## config.mk

```make
export PLATFORM = sky130hd
export DESIGN_NAME = mr_byte_decipher
export DESIGN_NICKNAME = d
export VERILOG_FILES = /design/src/rtl/mr_byte_decipher_pkg.sv /design/src/rtl/mr_byte_decipher_ks_core.sv /design/src/rtl/mr_byte_decipher.sv
export SDC_FILE = /design/constraint.sdc
export NUM_CORES = 1
export LEC_CHECK = 0
export CORE_MARGIN = 3
export CORE_UTILIZATION = 47
export DETAILED_ROUTE_END_ITERATION = 16
export GPL_ROUTABILITY_DRIVEN = 0
export PLACE_DENSITY = 0.91
export SETUP_SLACK_MARGIN = 0.3
export SKIP_CTS_REPAIR_TIMING = 1
export SYNTH_ARGS = -nofsm -noshare
export SYNTH_HDL_FRONTEND = slang
export SYNTH_SLANG_ARGS = --single-unit
```

## constraint.sdc

```tcl
create_clock -name i_clk -period 4.3 [get_ports i_clk]
set_input_delay 0.43 -clock i_clk [delete_from_list [all_inputs] [get_ports i_clk]]
set_output_delay 0.43 -clock i_clk [all_outputs]
set_load 0.05 [all_outputs]
```

## src/rtl/mr_byte_decipher_pkg.sv

```systemverilog
// rtl/mr_byte_decipher_pkg.sv - Massey-Rueppel keystream constants, FSM encoding and generator helpers
// Shared with the transmitter so both ends step the generator identically.
//   MR_M_W / MR_L_W       widths of LFSR M and LFSR L
//   MR_M_TAPS / MR_L_TAPS feedback tap masks (feedback = parity of state & mask)
//   mr_state_e            receive FSM states
//   mr_ks_bit             keystream bit from the current generator state
//   mr_step_m / mr_step_l one shift of each LFSR
//   mr_seed_m / mr_seed_l seed with the all-zero lock-up state replaced by 1
package mr_byte_decipher_pkg;

    localparam int MR_M_W = 7;
    localparam int MR_L_W = 13;

    // M feeds back M[6]^M[5]; L feeds back L[12]^L[3]^L[2]^L[0].
    localparam logic [MR_M_W-1:0] MR_M_TAPS = 7'h60;
    localparam logic [MR_L_W-1:0] MR_L_TAPS = 13'h100D;

    typedef enum logic [1:0] {
        MR_UNSEEDED = 2'd0,
        MR_READY    = 2'd1,
        MR_GEN      = 2'd2,
        MR_HOLD     = 2'd3
    } mr_state_e;

    // Only the low MR_M_W bits of L take part in the combiner.
    function automatic logic mr_ks_bit(input logic [MR_M_W-1:0] m,
                                       input logic [MR_M_W-1:0] l_lo);
        return ^(m & l_lo);
    endfunction

    function automatic logic [MR_M_W-1:0] mr_step_m(input logic [MR_M_W-1:0] m);
        return {m[MR_M_W-2:0], ^(m & MR_M_TAPS)};
    endfunction

    function automatic logic [MR_L_W-1:0] mr_step_l(input logic [MR_L_W-1:0] l);
        return {l[MR_L_W-2:0], ^(l & MR_L_TAPS)};
    endfunction

    function automatic logic [MR_M_W-1:0] mr_seed_m(input logic [MR_M_W-1:0] seed);
        return (seed == '0) ? MR_M_W'(1) : seed;
    endfunction

    function automatic logic [MR_L_W-1:0] mr_seed_l(input logic [MR_L_W-1:0] seed);
        return (seed == '0) ? MR_L_W'(1) : seed;
    endfunction

endpackage

```

## src/rtl/mr_byte_decipher_ks_core.sv

```systemverilog
// rtl/mr_byte_decipher_ks_core.sv - keystream core: LFSR M and L with seed load and step enable
// Ports:
//   i_clk, i_rst          clock, synchronous active-high reset (LFSRs cleared to 0)
//   i_load                load both seeds (zero seed becomes 1); wins over i_step
//   i_seed_m, i_seed_l    seed values
//   i_step                advance both LFSRs by one position
//   o_k                   keystream bit of the current state
//   o_lfsr_m, o_lfsr_l    live LFSR states
module mr_keystream_core
    import mr_byte_decipher_pkg::*;
(
    input  logic              i_clk,
    input  logic              i_rst,
    input  logic              i_load,
    input  logic [MR_M_W-1:0] i_seed_m,
    input  logic [MR_L_W-1:0] i_seed_l,
    input  logic              i_step,
    output logic              o_k,
    output logic [MR_M_W-1:0] o_lfsr_m,
    output logic [MR_L_W-1:0] o_lfsr_l
);

    logic [MR_M_W-1:0] m_q, m_d;
    logic [MR_L_W-1:0] l_q, l_d;

    always_comb begin
        m_d = m_q;
        l_d = l_q;
        if (i_load) begin
            m_d = mr_seed_m(i_seed_m);
            l_d = mr_seed_l(i_seed_l);
        end else if (i_step) begin
            m_d = mr_step_m(m_q);
            l_d = mr_step_l(l_q);
        end
    end

    always_ff @(posedge i_clk) begin
        if (i_rst) begin
            m_q <= '0;
            l_q <= '0;
        end else begin
            m_q <= m_d;
            l_q <= l_d;
        end
    end

    assign o_k      = mr_ks_bit(m_q, l_q[MR_M_W-1:0]);
    assign o_lfsr_m = m_q;
    assign o_lfsr_l = l_q;

endmodule

```

## src/rtl/mr_byte_decipher.sv

```systemverilog
// rtl/mr_byte_decipher.sv - Massey-Rueppel receive decipher: ciphertext in, plaintext out
// Ports:
//   i_clk, i_rst                  clock, synchronous active-high reset
//   i_seed_load, i_seed_lfsrM/L   seed pulse and seeds; restarts the stream from any state
//   i_ct_valid/o_ct_ready/i_ct_data  ciphertext word handshake
//   o_pt_valid/i_pt_ready/o_pt_data  plaintext word handshake
//   o_seeded                      seeds loaded since reset
//   o_lfsrM, o_lfsrL              live generator state
module mr_byte_decipher
    import mr_byte_decipher_pkg::*;
#(
    parameter int DATA_W = 8
) (
    input  logic              i_clk,
    input  logic              i_rst,
    input  logic              i_seed_load,
    input  logic [MR_M_W-1:0] i_seed_lfsrM,
    input  logic [MR_L_W-1:0] i_seed_lfsrL,
    input  logic              i_ct_valid,
    output logic              o_ct_ready,
    input  logic [DATA_W-1:0] i_ct_data,
    output logic              o_pt_valid,
    input  logic              i_pt_ready,
    output logic [DATA_W-1:0] o_pt_data,
    output logic              o_seeded,
    output logic [MR_M_W-1:0] o_lfsrM,
    output logic [MR_L_W-1:0] o_lfsrL
);

    localparam int CNT_W = (DATA_W > 1) ? $clog2(DATA_W) : 1;
    localparam logic [CNT_W-1:0] CNT_LAST = CNT_W'(DATA_W - 1);

    mr_state_e         state_q, state_d;
    logic [CNT_W-1:0]  cnt_q, cnt_d;
    logic [DATA_W-1:0] data_q, data_d;
    logic              seeded_q, seeded_d;
    logic              ks_bit;
    logic              step;
    logic              accept;

    assign step   = (state_q == MR_GEN);
    assign accept = o_ct_ready & i_ct_valid;

    mr_keystream_core u_ks (
        .i_clk    (i_clk),
        .i_rst    (i_rst),
        .i_load   (i_seed_load),
        .i_seed_m (i_seed_lfsrM),
        .i_seed_l (i_seed_lfsrL),
        .i_step   (step),
        .o_k      (ks_bit),
        .o_lfsr_m (o_lfsrM),
        .o_lfsr_l (o_lfsrL)
    );

    always_ff @(posedge i_clk) begin
        if (i_rst) begin
            state_q <= MR_UNSEEDED;
        end else begin
            state_q <= state_d;
        end
    end

    always_comb begin
        state_d = state_q;
        if (i_seed_load) begin
            state_d = MR_READY;
        end else begin
            case (state_q)
                MR_UNSEEDED: state_d = MR_UNSEEDED;
                MR_READY:    if (i_ct_valid) state_d = MR_GEN;
                MR_GEN:      if (cnt_q == CNT_LAST) state_d = MR_HOLD;
                MR_HOLD:     if (i_pt_ready) state_d = MR_READY;
                default:     state_d = MR_UNSEEDED;
            endcase
        end
    end

    // Ready is withdrawn during a seed load so that a same-cycle ciphertext
    // word is visibly refused rather than silently dropped.
    always_comb begin
        o_ct_ready = (state_q == MR_READY) && !i_seed_load;
        o_pt_valid = (state_q == MR_HOLD);
    end

    // The word rotates left once per keystream bit: the MSB is XORed and moved
    // to the LSB, so after DATA_W steps every bit is back in place, MSB first.
    always_comb begin
        data_d   = data_q;
        cnt_d    = cnt_q;
        seeded_d = seeded_q;
        if (i_seed_load) begin
            seeded_d = 1'b1;
            cnt_d    = '0;
        end else if (accept) begin
            data_d = i_ct_data;
            cnt_d  = '0;
        end else if (step) begin
            data_d = {data_q[DATA_W-2:0], data_q[DATA_W-1] ^ ks_bit};
            cnt_d  = cnt_q + CNT_W'(1);
        end
    end

    always_ff @(posedge i_clk) begin
        if (i_rst) begin
            data_q   <= '0;
            cnt_q    <= '0;
            seeded_q <= 1'b0;
        end else begin
            data_q   <= data_d;
            cnt_q    <= cnt_d;
            seeded_q <= seeded_d;
        end
    end

    assign o_pt_data = data_q;
    assign o_seeded  = seeded_q;

endmodule
```

==> flow_summary.toml, run 1 <==
[floorplan]
die_area_um2 = 4431
io_pins = 64
fp.dieW_um = 66.57
start_util_pct = 50.09
core-area_um2 = 3442
dieHeight_um = 66.57
placementRows = 21

[place]
portBuffers = 63
dp_hpwl_um = 3116
dp_cells = 304

[yosys]
synth_cells = 205
post_synth.cell_area_avg_um2 = 8.411
syn-num-nets = 243
netlist_area_um2 = 1724
synth_top_family_by_area = "simple AND/OR/NAND/NOR gates"
ys_seq_elements = 34
synthMuxAreaShare_pct = 16.26
synth_fa_ha_area_share_pct = 3.628
yosys.area_share.simple_pct = 17.13
synth_xor_area_share_pct = 6.096
yosysSeqAreaShare_pct = 39.48
ys_warn_count = 0
synth_cell_types = 26
synth_compound_area_share_pct = 12.48

[global_routing]
antenna_found_initial = 0
grtUsageTotal_pct = 21.06
grt_max_degree = 41
grt_first_pass_wirelength_um = 7113
met3_usage_pct = 6.408
grt_overflow_total = 0
top_usage_layer = "met2"
grt_pass1_vias = 1602
grtUsageMet2_pct = 36.39
met1_usage_pct = 25.21

[final_layout]
layout-area-overhead-vs-synth_pct = 41.80
layout_common_cells = "clkdlybuf4s50_1, nor2_1, dfxtp_1"
drive_above_1_share_pct = 3.019
stdcell_count = 311
final_common_cell = "clkdlybuf4s50_1"
diodes = 0
multi_input_area_um2 = 958.4
nFillCells = 297
seqCellArea_um2 = 680.7
nets = 303

[pwr]
power.density_nw_per_um2 = 315.1
ir_drop_v = 0.0001954
cellLeakagePower_uw = 0.0009410

[worst_setup_path]
end_kind = "primary output"
cp_data_required_time_ns = 3.87
worstSetupPathType = "in -> out"
path_max_fanout = 40
worstPathArrival_ns = 2.10
worstSetupStartpointType = "input port"

[clock_tree]
cts_max_path_buffers = 2
cts.sinks = 34
tritoncts = "built"
clkSlewWorstSetupHoldPaths_ns = 0.06
htree_levels = 2
clk_latency_ns = 0.28
cts_root_buf = "clkbuf_8"
numCtsBuffers = 5

[sta]
fin_crit_sh_pct = 58.76
tns_ns = 0
finalClockSkew_ns = 0.003037
tightest_slew_ns = 1.075
slew_headroom_pct = 28.12
timing.fmax_mhz = 395.8
rsz0062_at_grt = "no"
period_minus_slack_ns = 2.527
hold_viol = 0
finalSetupViolations = 0
drv_slew = 0

[detailed_routing]
drt_wl_total_um = 4335
initialDrtViolationCount = 110
drc_errors = 0
first_pass_iters = 4
wire_per_inst_um = 13.94
viasPerCell = 5.180
vias = 1611
postRouteAntennaNets = 0

[min_path]
hold_path_class = "reg -> reg"

[flow_run]
drv_cap = 0

[outcome]
status = "completed"
[synthesized netlist by cell type (all sizes together)]
cell,count,area share [%]
a211oi,9,3.9
a21oi,17,4.9
a222oi,1,0.58
a31oi,1,0.36
a41oi,1,0.51
buf,9,2.8
clkbuf,3,0.65
dfxtp,34,39
ha,5,3.6
inv,7,1.5
mux2i,28,16
nand2,13,2.8
nand2b,2,0.73
nand3,1,0.29
nor2,49,11
nor2b,1,0.36
nor3b,1,0.44
nor4,4,1.5
o211a,1,0.58
o21a,1,0.44
o21ai,4,1.2
or2,1,0.36
xnor2,11,5.6
xor2,1,0.51
[area by class of cell]
cell class / instances / area share [%]
Clock buffer: 7 / 3.122
Inverter: 7 / 1.075
Multi-Input combinational cell: 152 / 39.20
Sequential cell: 34 / 27.84
Tap cell: 46 / 2.354
Timing Repair Buffer: 65 / 26.41
[state kept, by name (all words and copies together) (netlist names)]
| name | count |
|---|---|
| u_ks.o_lfsr_m | 7 |
| state_q | 2 |
| u_ks.o_lfsr_l | 13 |
| o_pt_data | 8 |
| o_seeded | 1 |
| cnt_q | 3 |
[path summary, 6_finish.rpt]
check                   start  depth (start not counted)  slack [ns]      endpoint
hold reg to reg      o_seeded                          2        0.48      o_seeded
setup reg to reg   state_q[1]                          5        2.38  o_pt_data[7]
hold / removal       o_seeded                          2        0.48      o_seeded
setup / recovery  i_seed_load                          4        1.77    o_ct_ready
[where the power goes]
part / switching (µW) / internal (µW)
clock network: 105 / 111
logic: 115 / 87.0
registers: 18.6 / 333
[per-stage QoR]
step           setup WS, ns  util [%]  hold slack, ns  cell area (µm²)  total power, µW
3_3_place_gp          1.805     68.81          0.4563             2369            555.8
6_report              1.773     71.03          0.4765             2445            770.5
5_1_grt               1.729     71.03          0.5048             2445            802.2
3_5_place_dp          1.767     68.81          0.4721             2369            559.9
4_1_cts               1.764     71.03          0.4829             2445            772.7
2_1_floorplan         2.182         -          0.4646             1724            481.3
[worst max-delay path, cell delays in order]
cell	delay (ns)
clkdlybuf4s50_1	0.41
buf_4	0.25
nor2b_1	0.18
clkdlybuf4s50_1	0.82
[cells by family (layout without fill, tap and decap cells)]
family / after synthesis / after routing
mux: 28 / 28
xor+xnor: 12 / 12
buf+inv: 19 / 79
flops: 34 / 34
simple gates: 72 / 72
fa+ha+maj: 5 / 5
compound gates: 35 / 35
[per-layer routing]
| metal | up-vias | wire length [µm] |
|---|---|---|
| met2 | 52 | 2068 |
| met5 | - | 0 |
| met3 | 7 | 276 |
| li1 | 814 | - |
| met1 | 738 | 1941 |
| met4 | 0 | 49 |
Note: power is estimated with default switching activity, not from simulation.
==> run 2, diff against run 1 <==
--- a/config.mk
+++ b/config.mk
@@ -6,10 +6,10 @@
 export NUM_CORES = 1
 export LEC_CHECK = 0
 export CORE_MARGIN = 3
-export CORE_UTILIZATION = 47
+export CORE_UTILIZATION = 40
 export DETAILED_ROUTE_END_ITERATION = 16
 export GPL_ROUTABILITY_DRIVEN = 0
-export PLACE_DENSITY = 0.91
+export PLACE_DENSITY = 0.83
 export SETUP_SLACK_MARGIN = 0.3
 export SKIP_CTS_REPAIR_TIMING = 1
 export SYNTH_ARGS = -nofsm -noshare
==> constraint.sdc (replaced) <==
create_clock -name i_clk -period 2.3 [get_ports i_clk]
set_input_delay 0.23 -clock i_clk [delete_from_list [all_inputs] [get_ports i_clk]]
set_output_delay 0.23 -clock i_clk [all_outputs]
set_load 0.05 [all_outputs]
==> run 2 against run 1 <==
Clock-buffer cell count grew 1. Register-to-register slack worse by 1.8 ns. Non-clock buffer count up 3. Clock power increased by 140%. First-iteration DRC count fell by 46%. Die area rose by 16%. Combinational power is 92% higher. Global-route usage shrank 2.8 points.
==> flow_summary.toml, run 2 (synthesized netlist as in run 1, its figures left out) <==
[outcome]
status = "completed"

[flow_run]
drv_cap = 0

[final_layout]
final_common_cell = "clkdlybuf4s50_1"
nets = 306
layout-area-overhead-vs-synth_pct = 46.08
layout_common_cells = "clkdlybuf4s50_1, nor2_1, dfxtp_1"
diodes = 0
nFillCells = 367
largest_register_ffs = 13
final_util_pct = 61.64
drive_above_1_share_pct = 5.948

[pwr]
cellLeakagePower_uw = 0.0009795
ir_drop_v = 0.0003748
power.total_uw = 1565
power.density_nw_per_um2 = 621.3

[clock_tree]
cts_max_path_buffers = 2
cts.sinks = 34
numCtsBuffers = 5
clk_latency_ns = 0.29
clkSlewWorstSetupHoldPaths_ns = 0.07
tritoncts = "built"
htree_levels = 2
cts_root_buf = "clkbuf_8"

[global_routing]
antenna_found_initial = 0
grt_first_pass_wirelength_um = 7355
grt_pass1_vias = 1613
grt_overflow_total = 0
grtUsageTotal_pct = 18.26
grt_max_degree = 36

[worst_setup_path]
cp_data_required_time_ns = 2.07
worstSetupPathType = "reg -> out"
worstSetupStartpointType = "register"
path_max_fanout = 4
end_kind = "primary output"
worstPathArrival_ns = 1.66

[sta]
fin_ws_ns = 0.4108
tightest_slew_ns = 0.5497
fin_crit_sh_pct = 82.14
slew_headroom_pct = 63.24
drv_slew = 0
finalSetupViolations = 0
hold_viol = 0
finalClockSkew_ns = 0.005870
period_minus_slack_ns = 1.889
timing.fmax_mhz = 529.3
tns_ns = 0
rsz0062_at_grt = "no"

[floorplan]
placementRows = 23
start_util_pct = 42.19
fp.dieW_um = 71.66
core-area_um2 = 4086
dieHeight_um = 71.66
die_area_um2 = 5134
io_pins = 64

[detailed_routing]
drc_errors = 0
drt_wl_total_um = 4602
initialDrtViolationCount = 59
viasPerCell = 5.116
wire_per_inst_um = 14.43
first_pass_iters = 4
postRouteAntennaNets = 0
vias = 1632

[place]
pre_cts_ws_ns = 0.5280
dp_hpwl_um = 3353
portBuffers = 63

[min_path]
hold_path_class = "reg -> reg"
-- run 2: changes by cell type in the layout (fill, tap and decap cells not counted), sizes merged --
cell,change
buf,+4
clkbuf,+1
clkdlybuf4s50,-1
-- run 2: path summary, 6_finish.rpt --
kind	cells past startpoint	endpoint	start	slack, ns
setup / recovery	2	o_pt_valid	state_q[1]	0.41
hold / removal	2	o_seeded	o_seeded	0.47
setup reg to reg	7	state_q[0]	cnt_q[0]	0.63
hold reg to reg	2	o_seeded	o_seeded	0.47
-- run 2: final cells by class --
class	count	area, µm²	area share [%]
Multi-Input combinational cell	152	960.9	38.15
Sequential cell	34	680.7	27.02
Timing Repair Buffer	68	678.2	26.92
Clock buffer	8	110.1	4.372
Tap cell	50	62.56	2.484
Inverter	7	26.28	1.043
-- run 2: per-layer routing --
metal / wire length, µm / track usage, % / vias to the layer above
li1: - / - / 820
met1: 2167 / 22.12 / 752
met2: 2056 / 29.80 / 58
met3: 361 / 7.574 / 2
met4: 17 / 5.010 / 0
met5: 0 / 0 / -
-- run 2: metrics by stage --
| stage | hold WS (ns) | area (µm²) | cells |
|---|---|---|---|
| detailed placement | 0.4645 | 2409 | 311 |
| floorplan | 0.3386 | 1727 | 205 |
| global placement | 0.4563 | 2409 | 311 |
| global route | 0.5265 | 2519 | 319 |
| CTS | 0.4809 | 2519 | 319 |
| finish | 0.4740 | 2519 | 319 |
-- run 2: where the power goes --
part / switching (µW) / internal [µW] / leakage [µW]
clock: 219 / 302 / 0.0000575
combinational: 219 / 168 / 0.000643
sequential: 34.8 / 622 / 0.000279
-- run 2: critical path, stage by stage (launching register included) --
cell	delay (ns)
dfxtp_1	0.38
ha_1	0.18
clkdlybuf4s50_1	0.80
